==> src/rtl/reg_op_arbiter.sv <==
// Round-robin arbiter that shares the funsel/enable/data controls of a register bank among
// NREQ requesters, issuing INC/DEC repeat counts as back-to-back enable bursts.
module reg_op_arbiter #(
    parameter int unsigned NREQ  = 4,
    parameter int unsigned NREG  = 4,
    parameter int unsigned NBITS = 16,
    parameter int unsigned CW    = 4,
    // One bit wider than a valid index so out-of-range targets can be requested and flagged.
    parameter int unsigned SW    = $clog2(NREG) + 1
) (
    input  logic                  clk,
    input  logic                  rst_n,
    input  logic [NREQ-1:0]       req,
    input  logic [2*NREQ-1:0]     req_op,
    input  logic [NREQ*SW-1:0]    req_sel,
    input  logic [NREQ*NBITS-1:0] req_data,
    input  logic [NREQ*CW-1:0]    req_cnt,
    output logic [NREQ-1:0]       ack,
    output logic                  err,
    output logic [1:0]            reg_funsel,
    output logic [NREG-1:0]       reg_e,
    output logic [NBITS-1:0]      reg_i
);
    localparam int unsigned RW = (NREQ > 1) ? $clog2(NREQ) : 1;

    typedef enum logic [0:0] {StIdle, StExec} state_e;

    state_e           state_q, state_d;
    logic [RW-1:0]    rr_q, rr_d, win_q, win_d;
    logic [1:0]       op_q, op_d;
    logic [SW-1:0]    sel_q, sel_d;
    logic [NBITS-1:0] data_q, data_d;
    logic [CW-1:0]    cnt_q, cnt_d;
    logic [NREQ-1:0]  ack_q, ack_d;
    logic             err_q, err_d;
    logic [1:0]       funsel_q, funsel_d;
    logic [NREG-1:0]  reg_e_q, reg_e_d;
    logic [NBITS-1:0] reg_i_q, reg_i_d;

    logic [2*NREQ-1:0] req_rot;
    logic              found;
    logic [RW-1:0]     pick;
    logic [1:0]        pick_op;
    logic [SW-1:0]     pick_sel;
    logic [NBITS-1:0]  pick_data;
    logic [CW-1:0]     pick_cnt, pick_k;
    logic              pick_bad;

    always_comb begin
        // Rotate so bit 0 is the requester at the rr pointer; first set bit wins.
        req_rot = {req, req} >> rr_q;
        found   = 1'b0;
        pick    = '0;
        for (int i = 0; i < NREQ; i++) begin
            if (!found && req_rot[i]) begin
                found = 1'b1;
                pick  = RW'((int'(rr_q) + i) % int'(NREQ));
            end
        end
        pick_op   = req_op[pick*2 +: 2];
        pick_sel  = req_sel[pick*SW +: SW];
        pick_data = req_data[pick*NBITS +: NBITS];
        pick_cnt  = req_cnt[pick*CW +: CW];
        pick_bad  = 32'(pick_sel) >= NREG;
        pick_k    = (pick_op[1] && !pick_bad && pick_cnt != '0) ? pick_cnt : CW'(1);
    end

    logic             beat, last;
    logic [1:0]       b_op;
    logic [SW-1:0]    b_sel;
    logic [NBITS-1:0] b_data;
    logic [RW-1:0]    b_win;

    always_comb begin
        state_d  = state_q;
        rr_d     = rr_q;
        win_d    = win_q;
        op_d     = op_q;
        sel_d    = sel_q;
        data_d   = data_q;
        cnt_d    = cnt_q;
        ack_d    = '0;
        err_d    = 1'b0;
        funsel_d = '0;
        reg_e_d  = '0;
        reg_i_d  = '0;
        beat     = 1'b0;
        last     = 1'b0;
        b_op     = op_q;
        b_sel    = sel_q;
        b_data   = data_q;
        b_win    = win_q;

        unique case (state_q)
            StIdle: begin
                if (found) begin
                    state_d = StExec;
                    win_d   = pick;
                    op_d    = pick_op;
                    sel_d   = pick_sel;
                    data_d  = pick_data;
                    cnt_d   = pick_k;
                    beat    = 1'b1;
                    last    = (pick_k == CW'(1));
                    b_op    = pick_op;
                    b_sel   = pick_sel;
                    b_data  = pick_data;
                    b_win   = pick;
                end
            end
            StExec: begin
                // cnt_q counts beats still to show, including the one currently on the outputs.
                if (cnt_q == CW'(1)) begin
                    state_d = StIdle;
                end else begin
                    cnt_d = cnt_q - CW'(1);
                    beat  = 1'b1;
                    last  = (cnt_q == CW'(2));
                end
            end
            default: state_d = StIdle;
        endcase

        if (beat) begin
            funsel_d = b_op;
            reg_i_d  = b_data;
            for (int r = 0; r < NREG; r++) begin
                reg_e_d[r] = (32'(b_sel) == 32'(r));
            end
            if (last) begin
                ack_d[b_win] = 1'b1;
                err_d        = 32'(b_sel) >= NREG;
                rr_d         = (b_win == RW'(NREQ - 1)) ? '0 : b_win + RW'(1);
            end
        end
    end

    always_ff @(posedge clk or negedge rst_n) begin
        if (!rst_n) begin
            state_q  <= StIdle;
            rr_q     <= '0;
            win_q    <= '0;
            op_q     <= '0;
            sel_q    <= '0;
            data_q   <= '0;
            cnt_q    <= '0;
            ack_q    <= '0;
            err_q    <= 1'b0;
            funsel_q <= '0;
            reg_e_q  <= '0;
            reg_i_q  <= '0;
        end else begin
            state_q  <= state_d;
            rr_q     <= rr_d;
            win_q    <= win_d;
            op_q     <= op_d;
            sel_q    <= sel_d;
            data_q   <= data_d;
            cnt_q    <= cnt_d;
            ack_q    <= ack_d;
            err_q    <= err_d;
            funsel_q <= funsel_d;
            reg_e_q  <= reg_e_d;
            reg_i_q  <= reg_i_d;
        end
    end

    assign ack        = ack_q;
    assign err        = err_q;
    assign reg_funsel = funsel_q;
    assign reg_e      = reg_e_q;
    assign reg_i      = reg_i_q;

endmodule

==> config.mk <==
export PLATFORM = sky130hd
export DESIGN_NAME = reg_op_arbiter
export DESIGN_NICKNAME = d
export VERILOG_FILES = /design/src/rtl/reg_op_arbiter.sv
export SDC_FILE = /design/constraint.sdc
export NUM_CORES = 1
export LEC_CHECK = 0
export BUFFER_PORTS_ARGS = -buffer_cell sky130_fd_sc_hd__buf_2
export CORE_MARGIN = 4
export CORE_UTILIZATION = 44
export CTS_BUF_LIST = sky130_fd_sc_hd__clkbuf_2 sky130_fd_sc_hd__clkbuf_4 sky130_fd_sc_hd__clkbuf_8
export DETAILED_ROUTE_END_ITERATION = 16
export PLACE_DENSITY = 0.82
export SYNTH_ARGS = -nofsm -noshare
export SYNTH_HDL_FRONTEND = slang
export SYNTH_SLANG_ARGS = --single-unit
==> constraint.sdc <==
create_clock -name clk -period 4.85 [get_ports clk]
set_input_delay 0.97 -clock clk [delete_from_list [all_inputs] [get_ports clk]]
set_output_delay 0.97 -clock clk [all_outputs]
set_load 0.005 [all_outputs]
Yosys cells after proc, flatten, opt, wreduce, memory -nomap -nowiden:

Index checks and enable logic that the tools add are counted.

* $add $sub $neg: 5
* $mul: 1
* $lt $le $gt $ge: 4
* eq/ne operators: 9
* shift-type cells: 5
* multiplexer cells: 36
* bitwise logic cells: 1
* reductions and logical operators: 14

Operators with widths (count)
* $shiftx 64x7->16: 1
* $mux 16: 3
* $mux 4: 6
* $mux 2: 10
* $shiftx 16x5->4: 1
* $shiftx 12x5->3: 1
* $mux 1: 11
* $eq 4x1->1 const B: 2
* $pmux 4 s2: 1
* $shiftx 8x4->2: 1
* $shr 8x2->4: 1
* $eq 3x2->1 const B: 2
* $ge 3x3->1 const B: 2
* $logic_and 1x1->1: 6
* $mux 3: 2
* $add 2x1->2 const B: 2
* $add 2x2->2 const B: 2
* $eq 4x2->1 const B: 1
* $logic_not 1->1: 4
* $mul 2x2->4 const B: 1
* $ne 2x2->1 const B: 2
* $pmux 1 s2: 2
* $reduce_and 2->1: 2
* $reduce_bool 4->1: 1
* other kinds (8): 8

* bits in registers: 57
* bits of input ports: 106
* output and inout bits: 27
* logic and storage cells: 87

Logic depth before layout (Yosys ltp):

* depth in word-level cells: 23
* mapped depth: 12
* depth with buffers taken out: 10

Least setup slack after synthesis:

OpenSTA, ideal clock, no wires.

* kind: in2reg
* from: input req[1]
* to: register rr_q[1]
* arrival time: 3.021 ns
* required time: 4.724 ns
* slack: 1.703 ns
* stages: 11
* path buffers: 3
* cell sequence: nand2b_1 -> o211ai_1 -> buf_2 -> nand2_1 -> buf_2 -> clkbuf_1 -> o21ai_0 -> ha_1 -> a22o_1 -> a31oi_1 -> nand3_1

* elaborated cells between the ends (all ways): 36
* those cells by class: add/sub (1); mul (1); order compare (1); eq/ne (2); shift (4); mux (16); reduce/logical (11)

RTL lines
* start: declaration: RTL line 13 `input logic [NREQ-1:0] req,`
* $shr 8x2->4 (*): RTL line 51 `req_rot = {req, req} >> rr_q;`
* $mux 1: RTL line 55 `if (!found && req_rot[i]) begin`
* $logic_not 1->1: RTL line 55
* $logic_and 1x1->1: RTL line 55
* $mux 1: RTL line 55
* $logic_not 1->1: RTL line 55
* $logic_and 1x1->1: RTL line 55
* $mux 1: RTL line 55
* $logic_not 1->1: RTL line 55
* $logic_and 1x1->1: RTL line 55
* $mux 2 or $mux 1 (tied branches): RTL line 55
* $mux 2 (*)
* $mux 2 (*): RTL line 94 `unique case (state_q)`
* named net b_win[1]: RTL line 72 `logic [RW-1:0] b_win;`
* $add 2x1->2 or $eq 2x2->1 (tied branches): RTL line 133 `rr_d = (b_win == RW'(NREQ - 1)) ? '0 : b_win + RW'(1);`
* $mux 2 (*): RTL line 133
* end signal: assignment: RTL line 154 `rr_q <= rr_d;`
* end: declaration: RTL line 29 `logic [RW-1:0] rr_q, rr_d, win_q, win_d;`

Mark *: on every way through the listed nets, which the timed path passes. The rest lies on a longest branch.
A chain may end at the register's enable or synchronous reset.

Final worst setup path:

* from: input req[0]
* to: register ack_q[3], in the netlist ack[3]

* longest elaborated chain between the ends: 23
* elaborated cells between the ends (all ways): 39
* those cells by class: mul (1); order compare (3); eq/ne (1); shift (4); mux (19); reduce/logical (11)

Ends and longest elaborated chain
* $shr 8x2->4 (*): RTL line 51
* $mux 1: RTL line 55
* $logic_not 1->1: RTL line 55
* $logic_and 1x1->1: RTL line 55
* $mux 1: RTL line 55
* $logic_not 1->1: RTL line 55
* $logic_and 1x1->1: RTL line 55
* $mux 1: RTL line 55
* [... 7 more ...]
* $logic_and 1x1->1 (2 in series): RTL line 65 `pick_k = (pick_op[1] && !pick_bad && pick_cnt != '0) ? pick_cnt : CW'(1);`
* $mux 4: RTL line 65
* $eq 4x1->1: RTL line 104 `last = (pick_k == CW'(1));`
* $mux 1: RTL line 96 `if (found) begin`
* $pmux 1 s2: RTL line 94
* $mux 4: RTL line 130 `if (last) begin`
* $mux 4 (*): RTL line 124 `if (beat) begin`
* named net ack_d[3]: RTL line 34 `logic [NREQ-1:0] ack_q, ack_d;`
* end signal: assignment: RTL line 160 `ack_q <= ack_d;`
* end: declaration: RTL line 34

Marks and branches as above.

==> metrics.md <==
| Metric | Value |
|---|---|
| Largest net degree at the start of global routing | 58 |
| Switching power | 0.945 mW |
| Crit path kind | input port to register |
| Initial DRC Count | 157 |
| Post-synth EDFFs | 0 |
| R2R depth | 7 |
| Post-synth net total | 520 |
| Buffers & Inverters on Critical Path | 1 |
| Leak pwr | ~2.2 nW |
| Clock skew | 0.00870 ns |
| Die area | 0.00861 mm^2 |
| Avg WL per Cell | 14.2 um |
| CTS clk-pin slew, worst paths | 0.06 ns |
| Row Count | 30 |
| Detail Route Antenna Nets | 0 |
| Reg-to-reg startpoint | rr_q[0] |
| PwrDens | 565 mW/mm^2 |
| IO Pins | 133 |
| Vias in the first global route | 3229 |
| FMAX | a little over 0.3 GHz |
| Post-Syn Area | 0.00316 mm^2 |
| Tcrit/Tclk final | approximately two thirds |
| Postcts setup bufs | 0 |
| Initial Utilization | 46.0% |
| DRC | 0 |
| CP max stage cell | a222oi_1 |
| Number of synthesized register bits | 57 |
| Worst path depth | 8 |
| Area delta synth->final | 27.3% |
| Final GP Congestion | 0.845 |
| Tmin final | 3.28 ns |
| Vias | around 3300 |
| Final Util | 58.6% |
| WP data arrival | 3.55 ns |
| Htree depth | 3 |
| Port bufs | 132 |
| Hold Buf Count CTS | 0 |
| Slew Limit Fails | 0 |
| Critical path, cell by cell | buf_2 -> nand2b_1 -> nor2_1 -> or3_1 -> nand3_1 -> a222oi_1 -> nor3_1 -> nor2_1 |
| Pre-antenna DRT Iters | 5 |
| VDD IR-drop max | about 250 uV |
| Die Y | ~90 um |
| Design Area, Final | 0.00402 mm^2 |
| Pre-CTS setup slack | roughly 1.2 ns |
| CP Launch Type | input port |
| Reg2Reg Setup Slack | approximately 1.8 ns |
| Ys flop type | dfrtp_1 |
| Routed wire length | 8.88 mm |
| Crit Reg-Reg Endpoint | ack[3] |
| Register area share after synthesis | 45.1% |
| Fraction of registers with async set/reset | 100% |
| Die width | 92.8 um |
| Initial antenna violation count | 0 |
| First-pass GRT wire length | 14.5 mm |
| Worst rel slew slack | 27.4% |
| Final Setup Violations | 0 |
| Post-CTS sizing | 0 |
| Internal power | 1.33 mW |
| Cells after synthesis | 407 |
| Overflow after GRT | 0 |
| Sequential group share of total power | about a third |
| Largest stage delay, worst path | 0.84 ns |
| Worst hold path class | register to register |
| RSZ-0062 raised after global routing | false |
| DP Wirelength | 6.45 mm |
| Fin. Hold Viols | 0 |
| Hold path cells | 2 |
| CTS Buffer Depth | 2 |
| Clk pwr share | 16.2% |
| Worst setup margin | 1.57 ns |
| CTS Sinks | 57 |
| CP endpoint kind | register |
| Hold_sp | data_q[8] |
| Switching share of power | slightly above 40% |
| Crit Path Max Fanout | 26 |
| Setup TNS | 0 ns |
| Placed Area | 0.00387 mm^2 |
| Worst Hold Path EP | data_q[8] |
| Max-cap viol count | 0 |
| ANT cells | 0 |
| Syn_area_per_cell | 7.77 um^2 |
| Fill cells | just over 600 |
| Synth warn | 0 |
| Total chip power | 2.27 mW |
| Critical Path RT | 5.11 ns |
| CTS root buf | clkbuf_8 |
| Crit path max-delay family | simple AND/OR/NAND/NOR gates |
| Most used cell, CP | nor2_1 |
| Num CTS Buffers | 9 |
| CTS tree | done |
| Status | complete, no violations |
| Layout Nets | around 640 |
| Clock latency on the worst-skew pair | 0.33 ns |
| Comb power frac | between 40% and 50% |
| Total track usage | 21.0% |
| Worst Max-Slew Pin Slew | between 1 and 1.5 ns |
| DR vias/cell | 5.32 |
| Core region area | 0.00687 mm^2 |
| Yosys cell types | 45 |
| Layout cells sized above 1 | a little under a third |
==> worst max path at each step <==
| stage | from | to | slack (ns) |
|---|---|---|---|
| after floorplan | req[1] | rr_q[1] | 1.70 |
| after global placement | req[2] | rr_q[1] | 1.32 |
| after detailed placement | req[1] | rr_q[1] | 1.20 |
| after CTS | req[1] | rr_q[1] | 1.57 |
| after global routing | req[1] | rr_q[1] | 1.26 |
| final | req[0] | ack[3] | 1.57 |
==> final cells by class <==
| type | instances | area (um^2) | area share [%] |
|---|---|---|---|
| Inverter | 8 | 30.0 | 0.746 |
| Timing Repair Buffer | 136 | 691 | 17.2 |
| Clock buffer | 12 | 153 | 3.79 |
| Clock inverter | 1 | 5.00 | 0.124 |
| Multi-Input combinational cell | 316 | 1600 | 39.7 |
| Sequential cell | 57 | 1430 | 35.4 |
| Tap cell | 96 | 120 | 2.99 |
==> cell usage after synthesis, types with 3 or more instances <==
cell | count | area (um^2)
ha_1 | 7 | 87.6
or3_1 | 3 | 18.8
nand2b_1 | 3 | 18.8
nor2_1 | 12 | 45.0
nor3_1 | 4 | 20.0
buf_2 | 4 | 20.0
nand3_1 | 83 | 415
buf_1 | 6 | 22.5
o21ai_1 | 5 | 25.0
clkbuf_1 | 14 | 52.6
dfrtp_1 | 57 | 1430
nand2_1 | 131 | 492
inv_1 | 7 | 26.3
a21oi_1 | 20 | 100
o21ai_0 | 12 | 60.1
==> placed cells by master (no fill, tap or decap), drive strengths merged, types with 3 or more instances in the layout <==
cell / n
buf: 136
nand2: 131
nand3: 83
dfrtp: 57
a21oi: 20
o21ai: 17
nor2: 12
clkbuf: 12
inv: 8
ha: 7
nor3: 5
nand2b: 3
or3: 3
==> worst min-delay path: stages, from the launching register on <==
cell     delay [ns]
dfrtp_1        0.32
nand2_1        0.06
nand2_1        0.06
==> registers in the layout, summed over array words and instances (netlist names) <==
name,count
data_q,16
reg_i,16
ack,4
cnt_q,4
reg_e,4
sel_q,3
op_q,2
reg_funsel,2
rr_q,2
win_q,2
err,1
state_q,1
==> routing by layer <==
| metal | track usage, % | vias to the layer above | routed length, um |
|---|---|---|---|
| li1 | - | 1625 | - |
| met1 | 25.7 | 1551 | 3700 |
| met2 | 34.6 | 138 | 4490 |
| met3 | 4.87 | 19 | 501 |
| met4 | 10.3 | 0 | 194 |
| met5 | 0 | - | 0 |
==> power by group through the flow <==
| stage | Combinational, mW | Sequential (mW) | Clock [mW] |
|---|---|---|---|
| 2_1_floorplan | 0.797 | 0.779 | 0 |
| 3_3_place_gp | 1.08 | 0.787 | 0 |
| 3_5_place_dp | 1.12 | 0.788 | 0 |
| 4_1_cts | 1.12 | 0.785 | 0.377 |
| 5_1_grt | 1.27 | 0.807 | 0.399 |
| 6_report | 1.12 | 0.784 | 0.369 |
==> logic make-up (layout without fill, tap and decap cells) <==
| logic type | Yosys count | count (layout) | share of synthesized area (%) |
|---|---|---|---|
| AND/OR/NAND/NOR | 248 | 248 | 34.8 |
| AO/OA/AOI/OAI | 58 | 58 | 11.8 |
| flip-flops | 57 | 57 | 45.1 |
| buffers and inverters | 34 | 157 | 4.67 |
| adder cells (fa/ha/maj) | 7 | 7 | 2.77 |
| XOR/XNOR | 2 | 2 | 0.554 |
| multiplexers | 1 | 1 | 0.356 |
==> through the flow <==
stage / hold slack (ns) / instances
3_3_place_gp: 0.452 / 613
2_1_floorplan: 0.440 / 407
5_1_grt: 0.499 / 626
3_5_place_dp: 0.457 / 613
4_1_cts: 0.471 / 626
6_report: 0.471 / 626
Note: power is estimated with default switching activity, not from simulation.
